<file path="src/rtl/instruction_fetch_unit_pkg.sv">
// Shared types and constants for the instruction fetch front end.
package instruction_fetch_unit_pkg;

   localparam int unsigned XLEN        = 64;
   localparam int unsigned INSTR_BYTES = 4;
   // addi x0,x0,0: decodes to the control unit's do-nothing default
   localparam logic [31:0] NOP_INSTR   = 32'h0000_0013;

   typedef struct packed {
      logic [XLEN-1:0] pc;
      logic [31:0]     instr;
   } fetch_entry_t;

endpackage

</file>
<file path="src/rtl/instruction_fetch_unit_fetch_fifo.sv">
// Instruction buffer: synchronous FIFO of {pc, instr}; flush beats push/pop.
module instruction_fetch_unit_fetch_fifo
   import instruction_fetch_unit_pkg::*;
#(
   parameter int unsigned DEPTH = 2
) (
   input  logic                       clk,
   input  logic                       rst_n,
   input  logic                       push_i,
   input  fetch_entry_t               push_data_i,
   input  logic                       pop_i,
   input  logic                       flush_i,
   output logic                       full_o,
   output logic                       empty_o,
   output logic [$clog2(DEPTH+1)-1:0] count_o,
   output fetch_entry_t               head_o
);

   localparam int unsigned PW = $clog2(DEPTH);
   localparam int unsigned CW = $clog2(DEPTH+1);

   fetch_entry_t      mem_q [DEPTH];
   logic [PW-1:0]     wr_ptr_q, wr_ptr_d;
   logic [PW-1:0]     rd_ptr_q, rd_ptr_d;
   logic [CW-1:0]     count_q, count_d;
   logic              push_ok, pop_ok;

   assign full_o  = (count_q == CW'(DEPTH));
   assign empty_o = (count_q == '0);
   assign count_o = count_q;
   assign head_o  = mem_q[rd_ptr_q];
   assign push_ok = push_i && !full_o && !flush_i;
   assign pop_ok  = pop_i && !empty_o && !flush_i;

   // Pointer and occupancy next-state; DEPTH is a power of two so pointers wrap naturally
   always_comb begin
      wr_ptr_d = wr_ptr_q;
      rd_ptr_d = rd_ptr_q;
      count_d  = count_q;
      if (flush_i) begin
         wr_ptr_d = '0;
         rd_ptr_d = '0;
         count_d  = '0;
      end else begin
         if (push_ok) wr_ptr_d = wr_ptr_q + 1'b1;
         if (pop_ok)  rd_ptr_d = rd_ptr_q + 1'b1;
         count_d = count_q + CW'(push_ok) - CW'(pop_ok);
      end
   end

   // Pointer/occupancy registers
   always_ff @(posedge clk or negedge rst_n) begin
      if (!rst_n) begin
         wr_ptr_q <= '0;
         rd_ptr_q <= '0;
         count_q  <= '0;
      end else begin
         wr_ptr_q <= wr_ptr_d;
         rd_ptr_q <= rd_ptr_d;
         count_q  <= count_d;
      end
   end

   // Storage needs no reset: entries are only visible once counted
   always_ff @(posedge clk) begin
      if (push_ok) mem_q[wr_ptr_q] <= push_data_i;
   end

endmodule

</file>
<file path="src/rtl/instruction_fetch_unit.sv">
// Fetch front end: credit-limited in-order imem requests, response buffering,
// decode handshake and branch redirect with drop of in-flight responses.
module instruction_fetch_unit
   import instruction_fetch_unit_pkg::*;
#(
   parameter logic [XLEN-1:0] RESET_PC   = '0,
   parameter int unsigned     FIFO_DEPTH = 2
) (
   input  logic            clk,
   input  logic            rst_n,
   output logic            imem_req_valid,
   input  logic            imem_req_ready,
   output logic [XLEN-1:0] imem_req_addr,
   input  logic            imem_rsp_valid,
   input  logic [31:0]     imem_rsp_data,
   output logic            dec_valid,
   input  logic            dec_ready,
   output logic [31:0]     dec_instruction,
   output logic [XLEN-1:0] dec_pc,
   input  logic            redirect_valid,
   input  logic [XLEN-1:0] redirect_pc
);

   localparam int unsigned CW  = $clog2(2*FIFO_DEPTH+1);
   localparam int unsigned FCW = $clog2(FIFO_DEPTH+1);

   logic [XLEN-1:0] pc_q, pc_d;
   logic [XLEN-1:0] rsp_pc_q, rsp_pc_d;
   logic [CW-1:0]   outstanding_q, outstanding_d;
   logic [CW-1:0]   drop_q, drop_d;

   logic            fifo_full, fifo_empty;
   logic [FCW-1:0]  fifo_count;
   fetch_entry_t    fifo_head, push_entry;
   logic            accept, rsp_drop, rsp_keep, pop, push;
   logic [XLEN-1:0] redirect_target;

   // Credit covers buffered plus live in-flight requests, so a kept response always fits.
   // Held low while reset is asserted.
   assign imem_req_valid  = rst_n && ((CW'(fifo_count) + outstanding_q) < CW'(FIFO_DEPTH));
   assign imem_req_addr   = pc_q;
   assign accept          = imem_req_valid && imem_req_ready;
   assign rsp_drop        = imem_rsp_valid && (drop_q != '0);
   assign rsp_keep        = imem_rsp_valid && (drop_q == '0) && (outstanding_q != '0);
   assign push            = rsp_keep && !fifo_full;
   assign pop             = dec_valid && dec_ready;
   assign redirect_target = redirect_pc & ~{{(XLEN-2){1'b0}}, 2'b11};
   assign push_entry      = '{pc: rsp_pc_q, instr: imem_rsp_data};

   assign dec_valid       = !fifo_empty;
   assign dec_instruction = fifo_empty ? NOP_INSTR : fifo_head.instr;
   assign dec_pc          = fifo_empty ? '0 : fifo_head.pc;

   // Next-state for PCs and request/drop counters; a redirect turns everything in flight into drops
   always_comb begin
      pc_d          = pc_q;
      rsp_pc_d      = rsp_pc_q;
      outstanding_d = outstanding_q;
      drop_d        = drop_q;
      if (redirect_valid) begin
         pc_d          = redirect_target;
         rsp_pc_d      = redirect_target;
         outstanding_d = '0;
         drop_d        = drop_q + outstanding_q + CW'(accept) - CW'(rsp_drop || rsp_keep);
      end else begin
         if (accept)   pc_d     = pc_q + XLEN'(INSTR_BYTES);
         if (rsp_keep) rsp_pc_d = rsp_pc_q + XLEN'(INSTR_BYTES);
         outstanding_d = outstanding_q + CW'(accept) - CW'(rsp_keep);
         drop_d        = drop_q - CW'(rsp_drop);
      end
   end

   // Fetch state registers
   always_ff @(posedge clk or negedge rst_n) begin
      if (!rst_n) begin
         pc_q          <= RESET_PC;
         rsp_pc_q      <= RESET_PC;
         outstanding_q <= '0;
         drop_q        <= '0;
      end else begin
         pc_q          <= pc_d;
         rsp_pc_q      <= rsp_pc_d;
         outstanding_q <= outstanding_d;
         drop_q        <= drop_d;
      end
   end

   instruction_fetch_unit_fetch_fifo #(
      .DEPTH (FIFO_DEPTH)
   ) u_fetch_fifo (
      .clk         (clk),
      .rst_n       (rst_n),
      .push_i      (push),
      .push_data_i (push_entry),
      .pop_i       (pop),
      .flush_i     (redirect_valid),
      .full_o      (fifo_full),
      .empty_o     (fifo_empty),
      .count_o     (fifo_count),
      .head_o      (fifo_head)
   );

endmodule

</file>
<file path="config.mk">
export PLATFORM = sky130hd
export DESIGN_NAME = instruction_fetch_unit
export DESIGN_NICKNAME = d
export VERILOG_FILES = /design/src/rtl/instruction_fetch_unit_pkg.sv /design/src/rtl/instruction_fetch_unit_fetch_fifo.sv /design/src/rtl/instruction_fetch_unit.sv
export SDC_FILE = /design/constraint.sdc
export NUM_CORES = 1
export LEC_CHECK = 0
export ABC_AREA = 0
export CORE_ASPECT_RATIO = 1.75
export CORE_MARGIN = 2
export CORE_UTILIZATION = 48
export CTS_BUF_LIST = sky130_fd_sc_hd__clkbuf_16
export CTS_CLUSTER_DIAMETER = 150
export DETAILED_ROUTE_END_ITERATION = 6
export GPL_ROUTABILITY_DRIVEN = 0
export GPL_TIMING_DRIVEN = 0
export PLACE_DENSITY_LB_ADDON = 0.05
export SLEW_MARGIN = 0
export SYNTH_ARGS = -nofsm -noshare
export SYNTH_HDL_FRONTEND = slang
export SYNTH_SLANG_ARGS = --single-unit
</file>
<file path="constraint.sdc">
create_clock -name clk -period 8.51 [get_ports clk]
set_clock_uncertainty 0.2 [all_clocks]
set_input_delay 0.851 -clock clk [delete_from_list [all_inputs] [get_ports clk]]
set_output_delay 0.851 -clock clk [all_outputs]
set_load 0.05 [all_outputs]
</file>
# Word-level counts from Yosys, hierarchy flattened
# Memories as Yosys holds them, arrays and structs flattened.
# Cells that the tools add are included.
[word_totals]
reg_bits = 138
mem_bits_rw = 192
inputBits = 102
output_inout_bits = 162
wordCells = 61
mem_count = 1
[op_classes]
addsub = 13
n_lt_le_gt_ge = 1
eq_ne = 1
n_mux = 15
reduce_logical = 23
[mem_list]
columns = ["memory", "words", "width", "rd", "rd_clocked_by_memory_dff", "wr", "line", "text"]
rows = [
  ["u_fetch_fifo.mem_q", 2, 96, 1, 0, 1, "instruction_fetch_unit_fetch_fifo.sv:22", "fetch_entry_t mem_q [DEPTH];"],
]
[op_table]
columns = ["op", "n"]
rows = [
  ["2-to-1 mux 64 bit", 5],
  ["adder 64 x 3 -> 64 bit (second input constant)", 2],
  ["2-to-1 mux 32 bit", 1],
  ["logical AND 1 bit", 11],
  ["subtractor 3 x 1 -> 3 bit", 3],
  ["nonzero test 2 bit", 4],
  ["adder 3 x 1 -> 3 bit", 2],
  ["2-to-1 mux 1 bit", 6],
  ["2-to-1 mux 3 bit", 2],
  ["nonzero test 3 bit", 2],
  ["adder 2 x 3 -> 3 bit", 1],
  ["adder 3 bit", 1],
  ["logical NOT 1 bit", 3],
  ["logical NOT 3 bit", 1],
  ["less-than comparator 3 x 2 -> 1 bit (second input constant)", 1],
  ["adder 1 bit (second input constant)", 2],
  ["adder 2 x 1 -> 2 bit", 1],
  ["== test 2 bit (second input constant)", 1],
  ["logical NOT 2 bit", 1],
  ["2-to-1 mux 2 bit", 1],
  ["subtractor 2 x 1 -> 2 bit", 1],
  ["logical OR 1 bit", 1],
]

# Depth between registers and ports, before layout
[logic_depth]
depth_word = 9
depth_mapped = 12
ltp_nobuf = 12

# Modules after synthesis
# Synthesis repeated with hierarchy kept, for this count alone.
[unflattened]
cells_unflattened = 1322
hier_area_um2 = 16220.6
[modules_own_cells]
columns = ["module", "n_inst", "cells_each", "area_per_inst_um2", "seq_area_each_um2"]
rows = [
  ["instruction_fetch_unit", 1, 998, 8947.3, 3253.1],
  ["instruction_fetch_unit_fetch_fifo", 1, 324, 7273.2, 5865.6],
]

# Least setup slack after synthesis
# OpenSTA, ideal clock, no wires.
[synth_path]
kind = "in2reg"
from = "in imem_rsp_valid"
to = "mem u_fetch_fifo.mem_q[0][0] in the netlist's numbering, enable pin"
setup_time_ns = 0.662
arrival_time_ns = 8.015
required_ns = 7.648
setup_slack_ns = -0.368
stages = 4
n_path_buf = 0
path_cell_list = "o31ai_1 -> nor2_1 -> o21ai_0 -> nor3_1"
[synth_via]
elab_chain_cells = 7
[synth_rtl]
columns = ["item", "line", "text"]
rows = [
  ["start, declared", "instruction_fetch_unit.sv:14", "input logic imem_rsp_valid,"],
  ["logical AND 1 bit (2 in a row)", "instruction_fetch_unit.sv:44", "assign rsp_keep = imem_rsp_valid && (drop_q == '0) && (outstanding_q != '0);"],
  ["logical AND 1 bit", "instruction_fetch_unit.sv:45", "assign push = rsp_keep && !fifo_full;"],
  ["logical AND 1 bit (2 in a row)", "instruction_fetch_unit_fetch_fifo.sv:32", "assign push_ok = push_i && !full_o && !flush_i;"],
  ["2-to-1 mux 1 bit", "instruction_fetch_unit_fetch_fifo.sv:66", "if (push_ok) mem_q[wr_ptr_q] <= push_data_i;"],
  ["2-to-1 mux 1 bit (not written as such)", "instruction_fetch_unit_fetch_fifo.sv:66", ""],
  ["end, declared", "instruction_fetch_unit_fetch_fifo.sv:22", ""],
]
# Every way passes these cells.

# Final worst setup path
[layout_path]
from = "reg u_fetch_fifo.rd_ptr_q"
to = "out dec_pc[39]"
[layout_via]
elab_chain_cells = 2
[layout_rtl]
columns = ["item", "line", "text"]
rows = [
  ["start, declared", "instruction_fetch_unit_fetch_fifo.sv:24", "logic [PW-1:0] rd_ptr_q, rd_ptr_d;"],
  ["start signal, assigned", "instruction_fetch_unit_fetch_fifo.sv:59", "rd_ptr_q <= rd_ptr_d;"],
  ["memory (2 x 96 bit)", "-", ""],
  ["2-to-1 mux 64 bit", "instruction_fetch_unit.sv:52", "assign dec_pc = fifo_empty ? '0 : fifo_head.pc;"],
  ["end, declared", "instruction_fetch_unit.sv:19", "output logic [XLEN-1:0] dec_pc,"],
]
# Every way passes these cells.

==> flow_summary.toml <==
[status]
outcome = "finished, final reports clean"

[timing]
rsz0062_at_grt = "no"
finalSetupViolCount = 0
timing.final.crit_share_pct = 55.78
slew_viol_final = 0
final_hold_viol_count = 0
tightest_slew_ps = 941.9
slew_headroom_pct = 37.21
max_freq_ghz = 0.2107
setup_ws_ps = 3763
layout_min_cycle_time_ps = 4747

[routing]
ant_nets = 0
wl_mm = 42.67
drc = 0
first_iter_violations = 690
drtPass1Iterations = 5
vias_per_cell = 5.565
vias = 10770
wl_per_cell_um = 22.04

[cells_and_area]
syn_to_final_growth_pct = 27.88
drive_above_1_share_pct = 8.867
fillers = 2536
num_antenna_cells = 0
final_cell_mix = "clkdlybuf4s50_1, edfxtp_1, nor2_1"
final_common_cell = "clkdlybuf4s50_1"
final_core_util_pct = 62.34
final_cells = 1936
fin_nets = 1638

[clock_tree]
cts_inserted_buffers = 29
cts_setup_buffers = 0
ctsResizeCount = 0
clock_sinks = 322
clkTransAtPathRegs_ps = 60
cts_root_buffer = "clkbuf_16"
cts_tree = "yes"
cts_hold_buf = 0
clockBufferDepth = 3
ctsHtreeMaxLevel = 1
clk_latency_ps = 570

[power]
seqPwrFrac_pct = 47.8
internal_power_mw = 2.749
power.density_nw_per_um2 = 204.9
pwr-share-comb_pct = 20.4
clockPowerShare_pct = 31.8
p_switching_mw = 1.178
swShare_pct = 29.99
irDropWorstVdd_uv = 195.4
p_leak_nw = 6.731

[logic_synthesis]
ys_ff_latch = 322
synth_cells = 1223
yosysWarnings = 0
synth_seq_area_share_pct = 60.05
syn_area_per_cell_um2 = 12.25
synth_area_leader_cell = "edfxtp_1"
async_reset_ff_share_pct = 41.61
synth_top_cell_area_share_pct = 37.68
synth.distinct_cells = 44
synth_area_leaders = "edfxtp_1, dfrtp_1, mux2i_1, mux2_2, nor2_1"
netlist_area_um2 = 14980
synth_ff_type = "edfxtp_1"
synth_edf_count = 188

[critical_path]
path_cells = "clkbuf_1 -> buf_1 -> buf_1 -> mux2i_1 -> nor2_1 -> clkdlybuf4s50_1"
critPathMaxStageDelay_ps = 810
worstPathMaxFanout = 10
cpMostUsedCell = "buf_1"
arrival_ps = 3700
path_delay_family = "buffers and inverters"
crit_buf_inv = 4
cp_slowest_cell = "clkdlybuf4s50_1"
endpoint_kind = "primary output"
critPathLaunchType = "flop"
cp.required_ps = 7460
crit_type = "reg2out"

[global_route]
grt_use_met3_pct = 3.242
grtUsageMet2_pct = 48.64
antenna_found_initial = 0
grt_pass1_wl_mm = 63.48
grt_max_degree = 86
grt-ovfl-total = 0
grt_busiest_layer = "met2"
track_usage_pct = 26.25
use_met1_pct = 27.00
first_global_vias = 10870

[die]
start_util_pct = 48.75
dieHeight_um = 237.7
io_pins = 264
die_w_um = 137.6
core_um2 = 30740
dieArea_um2 = 32700
num_rows = 85

[place]
hpwl_mm = 32.63
dp.cells = 1882
io_buffers = 257
dp_worst_setup_slack_ps = 3966

[run]
maxCapViolCount = 0

[worst_hold_path]
worst_hold_path_type = "in2async"
==> stage by stage <==
step | area, um2 | TNS [ps] | hold slack, ps | power (mW)
final | 19160 | 0 | 30.33 | 3.926
after global routing | 19160 | 0 | 68.72 | 4.083
after CTS | 19160 | 0 | 43.85 | 3.961
after detailed placement | 18270 | 0 | 273.6 | 2.709
after global placement | 18060 | -65250 | 266.7 | 2.689
after floorplan | 15000 | 0 | 238.6 | 2.386
==> power by group through the flow <==
stage / Combinational [mW] / Sequential, mW / Clock (mW)
finish: 0.799 / 1.88 / 1.25
global route: 0.857 / 1.89 / 1.34
CTS: 0.806 / 1.88 / 1.28
detailed placement: 0.802 / 1.91 / 0
global placement: 0.782 / 1.91 / 0
floorplan: 0.414 / 1.97 / 0
==> layout make-up <==
cell class / count / area (um2) / share of cell area (%)
buffer: 48 / 197.7 / 1.032
clock buffer: 29 / 725.7 / 3.787
clock inverter: 25 / 168.9 / 0.8815
inverter: 36 / 135.1 / 0.7052
multi-input combinational: 820 / 5678 / 29.63
sequential: 322 / 8999 / 46.96
tap: 391 / 489.2 / 2.553
timing repair buffer: 265 / 2769 / 14.45
==> cells by family (layout without fill, tap and decap cells) <==
logic type	after synthesis	after routing	synth area share (%)
compound gates	53	53	2.063
xor+xnor	128	128	7.482
fa+ha+maj	14	14	1.369
buf+inv	84	403	2.221
flops	322	322	60.05
mux	173	173	12.17
other cells	1	4	0.02503
simple gates	448	448	14.62
==> routing by layer <==
| metal | share of wire, % | up-vias |
|---|---|---|
| met3 | 5.0 | 131 |
| met1 | 33 | 5261 |
| li1 | - | 4974 |
| met2 | 55 | 408 |
| met5 | 0 | - |
| met4 | 7.4 | 0 |
==> state kept, by name, summed over array words and instances (netlist names) <==
| register | flops |
|---|---|
| u_fetch_fifo.rd_ptr_q | 1 |
| u_fetch_fifo.mem_q | 188 |
| u_fetch_fifo.wr_ptr_q | 1 |
| imem_req_addr | 62 |
| outstanding_q | 3 |
| rsp_pc_q | 62 |
| u_fetch_fifo.count_o | 2 |
| drop_q | 3 |
==> Yosys cell counts, drive strengths merged, types with 7 or more instances <==
cell    number
or3          7
buf         18
edfxtp     188
a21boi      11
a21oi       32
clkbuf      30
xnor2       60
nor3        37
and3        18
mux2        73
and4         7
nand4       38
nand2b       8
xor2        68
nand2       61
nor4        36
mux2i      100
inv         36
nand3       57
ha          10
dfrtp      134
nor2       166
==> worst paths after layout <==
path,start,to,slack (ps),depth (start not counted)
worst max-delay path,u_fetch_fifo.rd_ptr_q,dec_pc[39],3760,6
worst min-delay path,rst_n,imem_req_addr[57],30,1
worst max register to register,drop_q[0],u_fetch_fifo.mem_q[0][77],4680,9
worst min register to register,drop_q[2],drop_q[2],290,1
max in group asynchronous,rst_n,u_fetch_fifo.rd_ptr_q,7270,2
min in group clk,drop_q[2],drop_q[2],290,1
Note: power is estimated with default switching activity, not from simulation.
